File: src/rtl/core_seq_ctrl.sv
// Multi-cycle FETCH/DECODE/EXEC/WB sequencer with imem valid/ack handshake, halt and fault traps.
// Optional performance counters are built only when SEQ_PERF_CNT_EN is defined.
module core_seq_ctrl #(
  parameter int unsigned TIMEOUT_CYCLES = 16,
  parameter int unsigned TO_W           = 5,
  parameter int unsigned CNT_W          = 32
) (
  input  logic             clk,
  input  logic             rst,
  input  logic             i_run_en,
  input  logic             i_halt_req,
  output logic             o_imem_req,
  input  logic             i_imem_ack,
  input  logic             i_imem_err,
  output logic             o_ir_we,
  output logic             o_rf_we,
  output logic             o_pc_we,
  output logic [2:0]       o_state,
  output logic             o_halted,
  output logic             o_fault,
  output logic [CNT_W-1:0] o_cycle_cnt,
  output logic [CNT_W-1:0] o_instret_cnt
);

  typedef enum logic [2:0] {
    StIdle    = 3'd0,
    StFetch   = 3'd1,
    StDecode  = 3'd2,
    StExec    = 3'd3,
    StWb      = 3'd4,
    StHalt    = 3'd5,
    StFault   = 3'd6,
    StIllegal = 3'd7
  } state_e;

  localparam logic [TO_W-1:0] ToLast = TO_W'(TIMEOUT_CYCLES - 1);

  state_e          r_state;
  state_e          w_state_d;
  logic [TO_W-1:0] r_to_cnt;
  logic [TO_W-1:0] w_to_cnt_d;
  logic            w_imem_req;
  logic            w_ir_we;
  logic            w_wb;

  always_ff @(posedge clk) begin
    if (rst) begin
      r_state  <= StIdle;
      r_to_cnt <= '0;
    end else begin
      r_state  <= w_state_d;
      r_to_cnt <= w_to_cnt_d;
    end
  end

  // Timeout counter only advances while waiting in FETCH; every other path clears it.
  always_comb begin
    w_state_d  = r_state;
    w_to_cnt_d = '0;
    w_imem_req = 1'b0;
    w_ir_we    = 1'b0;
    w_wb       = 1'b0;
    unique case (r_state)
      StIdle: begin
        if (i_run_en) w_state_d = StFetch;
      end
      StFetch: begin
        w_imem_req = 1'b1;
        if (i_imem_ack) begin
          if (i_imem_err) begin
            w_state_d = StFault;
          end else begin
            w_ir_we   = 1'b1;
            w_state_d = StDecode;
          end
        end else if (r_to_cnt == ToLast) begin
          w_state_d = StFault;
        end else begin
          w_to_cnt_d = r_to_cnt + 1'b1;
        end
      end
      StDecode: w_state_d = i_halt_req ? StHalt : StExec;
      StExec:   w_state_d = StWb;
      StWb: begin
        w_wb      = 1'b1;
        w_state_d = i_run_en ? StFetch : StIdle;
      end
      StHalt:   w_state_d = StHalt;
      StFault:  w_state_d = StFault;
      default:  w_state_d = StIdle;
    endcase
  end

  assign o_imem_req = w_imem_req & ~rst;
  assign o_ir_we    = w_ir_we & ~rst;
  assign o_rf_we    = w_wb & ~rst;
  assign o_pc_we    = w_wb & ~rst;
  assign o_state    = r_state;
  assign o_halted   = (r_state == StHalt);
  assign o_fault    = (r_state == StFault);

`ifdef SEQ_PERF_CNT_EN
  logic [CNT_W-1:0] r_cycle_cnt;
  logic [CNT_W-1:0] r_instret_cnt;
  logic             w_active;

  assign w_active = (r_state == StFetch) || (r_state == StDecode) ||
                    (r_state == StExec)  || (r_state == StWb);

  always_ff @(posedge clk) begin
    if (rst) begin
      r_cycle_cnt   <= '0;
      r_instret_cnt <= '0;
    end else begin
      if (w_active) r_cycle_cnt <= r_cycle_cnt + 1'b1;
      if (w_wb)     r_instret_cnt <= r_instret_cnt + 1'b1;
    end
  end

  assign o_cycle_cnt   = r_cycle_cnt;
  assign o_instret_cnt = r_instret_cnt;
`else
  assign o_cycle_cnt   = '0;
  assign o_instret_cnt = '0;
`endif

endmodule

File: config.mk
export PLATFORM = sky130hd
export DESIGN_NAME = core_seq_ctrl
export DESIGN_NICKNAME = d
export VERILOG_FILES = /design/src/rtl/core_seq_ctrl.sv
export SDC_FILE = /design/constraint.sdc
export NUM_CORES = 1
export LEC_CHECK = 0
export CORE_MARGIN = 2
export CORE_UTILIZATION = 32
export CTS_CLUSTER_SIZE = 20
export DETAILED_ROUTE_END_ITERATION = 6
export PLACE_DENSITY = 0.81
export SLEW_MARGIN = 20
export SYNTH_ARGS = -nofsm -noshare
export SYNTH_HDL_FRONTEND = slang
export SYNTH_SLANG_ARGS = --single-unit
File: constraint.sdc
create_clock -name clk -period 2.01 [get_ports clk]
set_input_delay 0.201 -clock clk [delete_from_list [all_inputs] [get_ports clk]]
set_output_delay 0.201 -clock clk [all_outputs]
set_load 0.005 [all_outputs]
### Word-level counts from Yosys, hierarchy flattened

Index checks and enable logic that the tools add are counted.

* flip-flop bits (word level): 8
* bits of input ports: 6
* output and inout bits: 73

* multiplexer cells: 12
* equality and inequality tests: 9
* reduce and logical (&&, ||, !) cells: 3
* bitwise gates (word level): 5
* add/subtract/negate cells: 1

Operators by type and width (count)
* case mux 3 bit (7 select lines): 1
* 2-to-1 mux 3 bit: 5
* equality test 3 bit (second input constant): 3
* equality test 3 x 2 -> 1 bit (second input constant): 2
* 2-to-1 mux 1 bit: 6
* adder 5 x 1 -> 5 bit (second input constant): 1
* equality test 5 x 4 -> 1 bit (second input constant): 1
* OR reduction 4 bit: 1
* AND 1 bit: 3
* equality test 3 x 1 -> 1 bit (second input constant): 1
* zero test 3 bit: 1
* inequality test 3 bit (second input constant): 1
* inequality test 2 bit (second input constant): 1
* NOT 1 bit: 2
* AND reduction 2 bit: 1

### Depth between registers and ports, before layout

* word-level depth: 4
* depth in mapped cells: 6
* depth with buffers taken out: 6

### Worst setup path after synthesis

Ideal clock, no wire load.

* path type: register to register
* start point: reg r_to_cnt[0]
* end point: reg r_state[2], in the netlist o_state[2]
* library setup time: 0.134 ns
* period minus slack after synthesis: 1.541 ns
* buffers on the path: 0
* path slack: 0.469 ns
* data arrival time: 1.406 ns
* stages on the path, launching flop included: 7
* cell sequence: dfxtp_1 ha_1 and3_1 ha_1 or4_1 a21boi_1 nor4_1

* word-level cells in the longest chain between the ends: 3

Ends and longest elaborated chain
* start, declared: line 40 `logic [TO_W-1:0] r_to_cnt;`
* start signal, assigned: line 52 `r_to_cnt <= w_to_cnt_d;`
* equality test 5 x 4 -> 1 bit: line 76 `end else if (r_to_cnt == ToLast) begin`
* inequality test 3 bit (no line)
* AND reduction 2 bit (no line)
* end signal, assigned: line 48 `r_state <= StIdle;`
* end signal, assigned: line 51 `r_state <= w_state_d;`
* end, declared: line 38 `state_e r_state;`

No other way between the ends.
A chain may end at the register's enable or synchronous reset.

### Worst setup path in the final report

* start point: reg r_state[1], in the netlist o_state[1]
* end point: out o_ir_we

* word-level cells in the longest chain between the ends: 3

Ends and longest elaborated chain
* equality test 3 x 1 -> 1 bit: line 63 `unique case (r_state)`
* 2-to-1 mux 1 bit: line 63
* AND 1 bit: line 95 `assign o_ir_we = w_ir_we & ~rst;`
* end, declared: line 15 `output logic o_ir_we,`

No other way between the ends.

==> impl_results.md <==
- GP Congestion: 0.6203
- Min cycle time layout: 1869 ps
- Initial antenna violation count: 0
- Clock slew at reported path FFs: 60 ps
- Via density: 3.564
- Vias: 556
- WL/cell: 7.603 um
- NumNets Final: 135
- Largest family of logic cells by synthesized area: buffers and inverters
- Antenna viol nets, final: 0
- Area of the multi-input gates: 485.5 sq um
- WL met2: 576 um
- Synth top area share: 53.21%
- Mapped Area: 917.1 sq um
- Synth Area in XOR/XNOR: 1.910%
- Worst hold-check path type: flop to flop
- CTS Buf Count: 3
- Fin crit share: 93.00%
- Worst Clk Skew: 8.602 ps
- Power share of the sequential group: 45.8%
- Routed wire length: 1186 um
- Clk buf depth: 2
- Min Hold Slack: 450.5 ps
- Most frequent cells in the layout: conb_1, clkdlybuf4s50_1, nor2_1
- Outcome: finished clean
- Avg Cell Area, Syn: 8.189 sq um
- Rows: 19
- Final Max Tran Viols: 0
- Antenna Cells: 0
- Layout cell share with drive strength beyond 1: 6.400%
- Psw: 0.1173 mW
- Startpoint types: flop
- FILL cells: 298
- Die footprint: 3310 sq um
- Yosys reg bits: 8
- Post-Syn Instances: 112
- Post-Synth Adder-Cell Area: 2.729%
- Largest net degree at the start of global routing: 15
- Die height: 57.54 um
- Clock root buffer: clkbuf_4
- Final hold violations: 0
- CTS Hold Bufs: 0
- Synth warn: 0
- # DRC: 0
- Initial DRC count: 5
- Worst IR drop on VDD: 0.1340 mV
- CORE AREA: 2734 sq um
- FF+latch area: 163.9 sq um
- Clk network pwr share: 32.9%
- P_leak: 0.4433 nW
- Synth area leaders: buf_4, dfxtp_1, and3b_1
- Post-synthesis cell type count: 27
- RSZ-0062 raised after global routing: no
- First-pass GRT wire length: 1669 um
- Setup TNS: 0 ps
- Max Cap Viol: 0
- Seq/Total Area, Yosys: 17.46%
- Synth-to-layout area growth: -5.594%
- Total GRT Usage: 6.890%
- Post-Synth Simple-Gate Area: 15.69%
- P_int: 0.2697 mW
- Finished Core Util: 31.67%
- PortBufs: 14
- Setup Viol. Count Final: 0
- Starting Density: 33.55%
- Post-DP HPWL: 975.4 um
- GRT overflow: 0
- CP endpoint kind: output port
- Logic pwr share: 21.3%
- Critical path peak fanout: 14
- Power Density: 446.9 nW/um^2
- Mux cell area share after synthesis: 0%
- Pre-Repair DR Iteration Count: 3
- Switching share of power: 30.31%
- Die width: 57.54 um
- Cell accounting for the most synthesized area: buf_4
- CTS tree: done
- CP Data Required Time: 1810 ps
- WP data arrival: 1670 ps
- Vias in the first global route: 367
- Most common cell after layout, fill and taps aside: conb_1
- WL met3: 148 um
- Crit Path Category: flop to output port
- Complex-gate fraction of the synthesized area: 5.457%
- Met1 Routed Length: 421 um
- I/O Pins: 79
- Top sig layer: met4
- Setup bufs post-CTS: 0
- H-tree Lvls: 1
- Worst-Skew Late Latency: 260 ps
- Num Clock Sinks: 8
- Max frequency: 534.9 MHz
-- metal layers --
layer / track usage [%] / vias up
met3: 1.134 / 4
met4: 7.973 / 0
met2: 10.23 / 45
li1: - / 265
met5: 0 / -
met1: 7.703 / 242
-- logic make-up (layout without fill, tap and decap cells) --
kind of cell | after synthesis | in the layout
XOR/XNOR | 2 | 2
other | 1 | 64
AND/OR/NAND/NOR | 22 | 22
buffers and inverters | 70 | 20
flip-flops | 8 | 8
AO/OA/AOI/OAI | 7 | 7
adder cells (fa/ha/maj) | 2 | 2
-- path summary, 6_finish.rpt --
path | slack [ps] | cells past startpoint | endpoint | startpoint
setup / recovery | 140 | 3 | o_ir_we | o_state[1]$_SDFFE_PP0P_
hold / removal | 450 | 1 | r_to_cnt[0]$_SDFF_PP0_ | r_to_cnt[0]$_SDFF_PP0_
setup reg to reg | 400 | 6 | o_state[2]$_SDFFE_PP0P_ | r_to_cnt[0]$_SDFF_PP0_
hold reg to reg | 450 | 1 | r_to_cnt[0]$_SDFF_PP0_ | r_to_cnt[0]$_SDFF_PP0_
-- power groups by stage --
stage / logic [mW] / clock network [mW] / registers [mW]
after global placement: 0.0782 / 0 / 0.179
after floorplan: 0.148 / 0 / 0.171
after CTS: 0.0788 / 0.136 / 0.176
after global routing: 0.0934 / 0.140 / 0.180
final: 0.0824 / 0.127 / 0.177
after detailed placement: 0.0786 / 0 / 0.179
-- worst max-delay path, cell delays in order, from the launching register on --
cell,delay (ps)
dfxtp_2,390
nor4b_4,320
and3b_1,200
clkdlybuf4s50_1,500
-- cells in the mapped netlist --
library cell and number:
a21boi_1 1, a21oi_1 2, and3_1 2, and3b_1 3, buf_2 2, buf_4 65
buf_6 1, conb_1 1, dfxtp_1 8, ha_1 2, inv_1 2, nand2_1 2
nand2b_1 1, nand3_1 1, nand3b_1 1, nor2_1 6, nor4_1 1, nor4b_1 2
nor4b_2 1, o21a_1 1, o21bai_1 1, o311ai_0 1, o41ai_1 1, or4_1 1
or4b_1 1, xnor2_1 1, xor2_1 1
-- final cells by class --
| cell class | count | share of cell area (%) |
|---|---|---|
| clock buffer | 3 | 2.601 |
| inverter | 2 | 0.8671 |
| multi-input combinational | 97 | 56.07 |
| sequential | 8 | 18.93 |
| tap | 31 | 4.480 |
| timing repair buffer | 15 | 17.05 |
-- stage by stage --
stage               setup WS (ps)  power (mW)  cells  instance area, sq um
floorplan                   469.4      0.3190    175                  1154
global placement            154.1      0.2568    153                 830.8
detailed placement          155.8      0.2575    153                 830.8
CTS                         17.45      0.3912    156                 854.6
global route                35.56      0.4131    156                 865.8
finish                      140.6      0.3870    156                 865.8
-- state kept, by name (all words and copies together), names as in the netlist --
name	count
r_to_cnt	5
o_state	3
-- timing repair --
item	4_1_cts	5_1_grt
gates resized for setup	1	3
gates cloned	0	0
setup endpoints to repair	1	4
Note: power is estimated with default switching activity, not from simulation.
